==> src/rtl/msk_mixcol_pkg.sv <==
// Shared definitions for the masked byte-serial forward MixColumns unit.
//   AES_POLY : low byte of the AES field polynomial x^8+x^4+x^3+x+1
//   state_t  : controller states (LOAD collects a column, EMIT streams it out)
//   xt()     : multiply a single (unmasked) share byte by x in GF(2^8)
package msk_mixcol_pkg;

  localparam logic [7:0] AES_POLY = 8'h1b;

  typedef enum logic {
    LOAD = 1'b0,
    EMIT = 1'b1
  } state_t;

  // xtime is GF(2)-linear, so applying it to each share separately keeps
  // the sharing intact without ever combining shares.
  function automatic logic [7:0] xt(input logic [7:0] x);
    return {x[6:0], 1'b0} ^ (x[7] ? AES_POLY : 8'h00);
  endfunction

endpackage

==> src/rtl/msk_mixcol_byte.sv <==
// One output row of forward MixColumns on d-share masked bytes.
//   x0..x3 : d-share bytes, bit-major (bit i, share j at index i*d+j)
//   y      : 2*x0 ^ 3*x1 ^ x2 ^ x3, same layout
// Purely combinational; share j of y depends only on share j of x0..x3.
module msk_mixcol_byte
  import msk_mixcol_pkg::*;
#(
  parameter int d = 2
) (
  (* fv_type = "sharing", fv_latency = 0, fv_count = 8 *)
  input  logic [8*d-1:0] x0,
  (* fv_type = "sharing", fv_latency = 0, fv_count = 8 *)
  input  logic [8*d-1:0] x1,
  (* fv_type = "sharing", fv_latency = 0, fv_count = 8 *)
  input  logic [8*d-1:0] x2,
  (* fv_type = "sharing", fv_latency = 0, fv_count = 8 *)
  input  logic [8*d-1:0] x3,
  (* fv_type = "sharing", fv_latency = 0, fv_count = 8 *)
  output logic [8*d-1:0] y
);

  for (genvar gi = 0; gi < d; gi++) begin : g_share
    // Gather share gi of each input byte into a plain byte.
    logic [7:0] b0, b1, b2, b3, r;

    for (genvar bi = 0; bi < 8; bi++) begin : g_bit
      assign b0[bi]       = x0[bi*d+gi];
      assign b1[bi]       = x1[bi*d+gi];
      assign b2[bi]       = x2[bi*d+gi];
      assign b3[bi]       = x3[bi*d+gi];
      assign y[bi*d+gi]   = r[bi];
    end

    // 3*x1 expands to xt(x1) ^ x1.
    assign r = xt(b0) ^ xt(b1) ^ b1 ^ b2 ^ b3;
  end

endmodule

==> src/rtl/msk_mixcol_serial.sv <==
// Masked forward AES MixColumns, byte-serial.
//   clk, rst            : clock (rising edge), asynchronous active-high reset
//   in_valid/in_ready   : input handshake, one column byte (rows 0..3) each
//   sh_in               : d-share input byte, bit-major layout
//   out_valid/out_ready : output handshake, one result byte (rows 0..3) each
//   sh_out              : d-share output byte, bit-major layout
//   out_last            : marks row 3 of the output column
// A column is loaded completely, then emitted completely; the two phases
// never overlap. All shares travel through the same linear datapath.
module msk_mixcol_serial
  import msk_mixcol_pkg::*;
#(
  parameter int d = 2
) (
  (* fv_type = "clock" *)
  input  logic           clk,
  (* fv_type = "control" *)
  input  logic           rst,
  (* fv_type = "control" *)
  input  logic           in_valid,
  (* fv_type = "control" *)
  output logic           in_ready,
  (* fv_type = "sharing", fv_latency = 0, fv_count = 8 *)
  input  logic [8*d-1:0] sh_in,
  (* fv_type = "control" *)
  output logic           out_valid,
  (* fv_type = "control" *)
  input  logic           out_ready,
  (* fv_type = "sharing", fv_latency = 0, fv_count = 8 *)
  output logic [8*d-1:0] sh_out,
  (* fv_type = "control" *)
  output logic           out_last
);

  state_t         state_reg, state_next;
  logic [1:0]     cnt_reg, cnt_next;
  logic [8*d-1:0] a_reg [4];
  logic [8*d-1:0] row_out;
  logic           load_en;

  assign load_en = in_valid & in_ready;

  // State and row counter.
  always_ff @(posedge clk or posedge rst) begin
    if (rst) begin
      state_reg <= LOAD;
      cnt_reg   <= 2'd0;
    end else begin
      state_reg <= state_next;
      cnt_reg   <= cnt_next;
    end
  end

  // Column register, written share-wise in the input layout.
  always_ff @(posedge clk or posedge rst) begin
    if (rst) begin
      for (int i = 0; i < 4; i++) begin
        a_reg[i] <= '0;
      end
    end else if (load_en) begin
      a_reg[cnt_reg] <= sh_in;
    end
  end

  // Next-state and handshake decode. in_ready is also held low while rst
  // is asserted so nothing is accepted during reset; otherwise all outputs
  // come from registered state only.
  always_comb begin
    state_next = state_reg;
    cnt_next   = cnt_reg;
    in_ready   = 1'b0;
    out_valid  = 1'b0;
    out_last   = 1'b0;
    case (state_reg)
      LOAD: begin
        in_ready = ~rst;
        if (in_valid) begin
          if (cnt_reg == 2'd3) begin
            state_next = EMIT;
            cnt_next   = 2'd0;
          end else begin
            cnt_next = cnt_reg + 2'd1;
          end
        end
      end
      EMIT: begin
        out_valid = 1'b1;
        out_last  = (cnt_reg == 2'd3);
        if (out_ready) begin
          if (cnt_reg == 2'd3) begin
            state_next = LOAD;
            cnt_next   = 2'd0;
          end else begin
            cnt_next = cnt_reg + 2'd1;
          end
        end
      end
      default: begin
        state_next = LOAD;
        cnt_next   = 2'd0;
      end
    endcase
  end

  // Row k uses a_k, a_{k+1}, a_{k+2}, a_{k+3}; the 2-bit sums wrap mod 4.
  msk_mixcol_byte #(
    .d (d)
  ) u_byte (
    .x0 (a_reg[cnt_reg]),
    .x1 (a_reg[cnt_reg + 2'd1]),
    .x2 (a_reg[cnt_reg + 2'd2]),
    .x3 (a_reg[cnt_reg + 2'd3]),
    .y  (row_out)
  );

  // Zero outside EMIT so a half-loaded column is never visible.
  assign sh_out = (state_reg == EMIT) ? row_out : '0;

endmodule

==> config.mk <==
export PLATFORM = sky130hd
export DESIGN_NAME = msk_mixcol_serial
export DESIGN_NICKNAME = d
export VERILOG_FILES = /design/src/rtl/msk_mixcol_pkg.sv /design/src/rtl/msk_mixcol_byte.sv /design/src/rtl/msk_mixcol_serial.sv
export SDC_FILE = /design/constraint.sdc
export NUM_CORES = 1
export LEC_CHECK = 0
export CAP_MARGIN = 20
export CELL_PAD_IN_SITES_DETAIL_PLACEMENT = 2
export CELL_PAD_IN_SITES_GLOBAL_PLACEMENT = 2
export CORE_MARGIN = 10
export CORE_UTILIZATION = 25
export DETAILED_ROUTE_END_ITERATION = 10
export GPL_TIMING_DRIVEN = 0
export PLACE_DENSITY_LB_ADDON = 0.1
export SLEW_MARGIN = 20
export SYNTH_ARGS = -nofsm -noshare
export SYNTH_HDL_FRONTEND = slang
export SYNTH_SLANG_ARGS = --single-unit
==> constraint.sdc <==
create_clock -name clk -period 2.8 [get_ports clk]
set_input_delay 0.42 -clock clk [delete_from_list [all_inputs] [get_ports clk]]
set_output_delay 0.42 -clock clk [all_outputs]
set_load 0.01 [all_outputs]
==> flow_metrics.env <==
export IMPL_status="finished, violations left"
export IMPL_violations="negative setup slack"
export IMPL_critPathMaxStageDelay_ns=0.43
export IMPL_holdBufCountCts=0
export IMPL_max_freq_mhz=329
export IMPL_grt_usage_pct=12.8
export IMPL_worst_slack_ns=-0.237
export IMPL_drcViolationCount=0
export IMPL_grt_overflow=0
export IMPL_ys_warn_count=0
export IMPL_design_area_um2=6420
export IMPL_path_buf_inv=4
export IMPL_end_kind="output port"
export IMPL_grt_max_degree=36
export IMPL_area_growth_syn_to_layout_pct=34.2
export IMPL_rows=50
export IMPL_hold_class="input port to asynchronous set/reset pin"
export IMPL_placed_area_um2=5500
export IMPL_slew_violations=0
export IMPL_antenna_found_initial=0
export IMPL_startpoint="cnt_reg[0]"
export IMPL_synthesis_nets=393
export IMPL_h_tree_depth=3
export IMPL_clock_latency_ns=0.34
export IMPL_r2r_setup_slack_ns=0.23
export IMPL_cp_arrival_ns=2.62
export IMPL_synth_top_cell_area_share_pct=35.0
export IMPL_synthTopCellsByArea="dfrtp_1, mux2_2, xnor2_1, mux2i_1, mux4_2"
export IMPL_post_dp_hpwl_um=10100
export IMPL_critical_path_class="flop to output port"
export IMPL_rsz0062_at_grt="true"
export IMPL_crit_chain="buf_12, inv_8, ha_4, buf_12, mux4_2, xnor2_4, xnor2_2, mux2i_4, buf_6"
export IMPL_initial_core_util_pct=25.5
export IMPL_setup_viol=15
export IMPL_cpMostUsedCell="buf_12"
export IMPL_ys_ff_latch=67
export IMPL_crit_fanout=6
export IMPL_cts_tree="yes"
export IMPL_synth_top_area_cell="dfrtp_1"
export IMPL_clk_pin_slew_ns=0.06
export IMPL_post_place_ws_ns=-1.23
export IMPL_antenna_diode_count=0
export IMPL_syn_area_um2=4790
export IMPL_fin_skew_ns=0.00340
export IMPL_wire_per_inst_um=22.2
export IMPL_crit_slowest_cell="dfrtp_2"
export IMPL_avgViaCountPerCell=4.65
export IMPL_dieArea_um2=25100
export IMPL_r2r_end="a_reg[34]"
export IMPL_core_um2=18800
export IMPL_finalWirelength_um=15200
export IMPL_nNetsFinal=469
export IMPL_fillerInstances=1933
export IMPL_cp_data_required_time_ns=2.38
export IMPL_area_sequential_um2=1680
export IMPL_synth_edf_count=0
export IMPL_grt_pass1_vias=3722
export IMPL_die_height_um=158
export IMPL_multiInputGateArea_um2=3290
export IMPL_ys_dominant_reg_cell="dfrtp_1"
export IMPL_final_period_utilization_pct=108
export IMPL_synth_cell_types=24
export IMPL_ant_nets=0
export IMPL_final_hold_viol_count=0
export IMPL_ios=39
export IMPL_cp_start_kind="flop"
export IMPL_routed_via_count=3181
export IMPL_reg2reg_depth=7
export IMPL_grt_pass1_wl_um=23500
export IMPL_post_route_util_pct=34.2
export IMPL_largest_reg_flops=64
export IMPL_dp_cells=642
export IMPL_ys_seq_area_share_pct=35.0
export IMPL_syn_avg_cell_area_um2=13.0
export IMPL_stdcell_count=684
export IMPL_drt_iter0_markers=112
export IMPL_gp_congestion=0.714
export IMPL_die_x_um=158
export IMPL_max_slew_margin_pct=58.1
export IMPL_clock_sinks=67
export IMPL_worst_pin_slew_ns=0.628
export IMPL_reg2reg_from="cnt_reg[1]"
export IMPL_root_buffer="clkbuf_16"
export IMPL_drtPass1Iterations=4
export IMPL_crit_family="multiplexers"
export IMPL_fin_crit_ns=3.04
export IMPL_async_flop_share_pct=100
export IMPL_portBuffers=38
export IMPL_clock_path_buffers=2
export IMPL_drive_above_1_share_pct=46.0
export IMPL_drv_cap=0
export IMPL_syn_inst=369
export IMPL_cts_made_buffers=9
cell families after synthesis:
kind of cell               Yosys count  share of synthesized area [%]
and+or+nand+nor                     23                           2.87
DFF                                 67                           35.0
xor gates and xnor gates           110                           20.3
buffers and inverters               24                           2.98
AOI/OAI and AO/OA                    3                          0.392
muxes                              138                           37.4
adders and majority gates            4                           1.05
cell usage after synthesis (2+ instances only):
cell      count
buf_6         3
mux2_2       65
and3_1        4
buf_2         9
mux4_2       21
mux4_1        4
xnor2_1      71
xor2_1       38
mux2i_1      48
ha_1          4
clkbuf_1      6
and2_1       15
inv_1         3
buf_4         2
dfrtp_1      67
metrics by stage:
step / hold slack (ns) / setup TNS (ns)
after global placement: 0.562 / -74.97
after CTS: 0.545 / -5.32
after floorplan: 0.527 / 0
after global routing: 0.562 / -3.70
final: 0.517 / -1.91
after detailed placement: 0.577 / -26.16
layout by cell type, fill, tap and decap left out, drive strengths merged:
master	synthesis	final
bufinv	0	2
mux4	25	25
buf	15	60
nand2b	1	1
xnor2	71	71
a21o	1	1
clkdlybuf4s50	0	22
a31oi	1	1
dfrtp	67	67
a21oi	1	1
xor2	39	39
nor3	1	1
mux2	65	65
and3	4	4
nand2	1	1
ha	4	4
nor2	1	1
clkbuf	6	14
inv	3	3
mux2i	48	48
clkinv	0	2
and2	15	15
clkinvlp	0	2
worst max path at each step:
stage / to / slack (ns) / depth (start not counted)
6_report: sh_out[7] / -0.24 / 9
2_1_floorplan: sh_out[7] / 0.003 / 10
4_1_cts: sh_out[2] / -0.49 / 13
3_5_place_dp: sh_out[7] / -1.23 / 11
3_3_place_gp: sh_out[7] / -1.23 / 11
5_1_grt: sh_out[7] / -0.33 / 9
area by class of cell:
| class | count | share of cell area, % |
|---|---|---|
| sequential | 67 | 26.1 |
| multi-input combinational | 278 | 51.2 |
| clock buffer | 10 | 3.72 |
| inverter | 3 | 0.409 |
| clock inverter | 6 | 1.38 |
| timing repair buffer | 72 | 10.4 |
| buffer | 14 | 2.26 |
| tap | 234 | 4.56 |
layer usage:
layer,global-route usage [%],wire length (um)
met5,0,0
met4,4.63,229
met3,2.13,421
met2,21.2,7430
met1,16.3,7070
repair_timing:
action | in CTS | in global routing
setup endpoints to repair | 46 | 36
setup buffers | 24 | 10
pin swaps | 26 | 17
resized for setup | 134 | 25
Power is left out: the tool's default activity adds up to more than one toggle a clock period on the data nets, which glitch-free logic cannot reach.
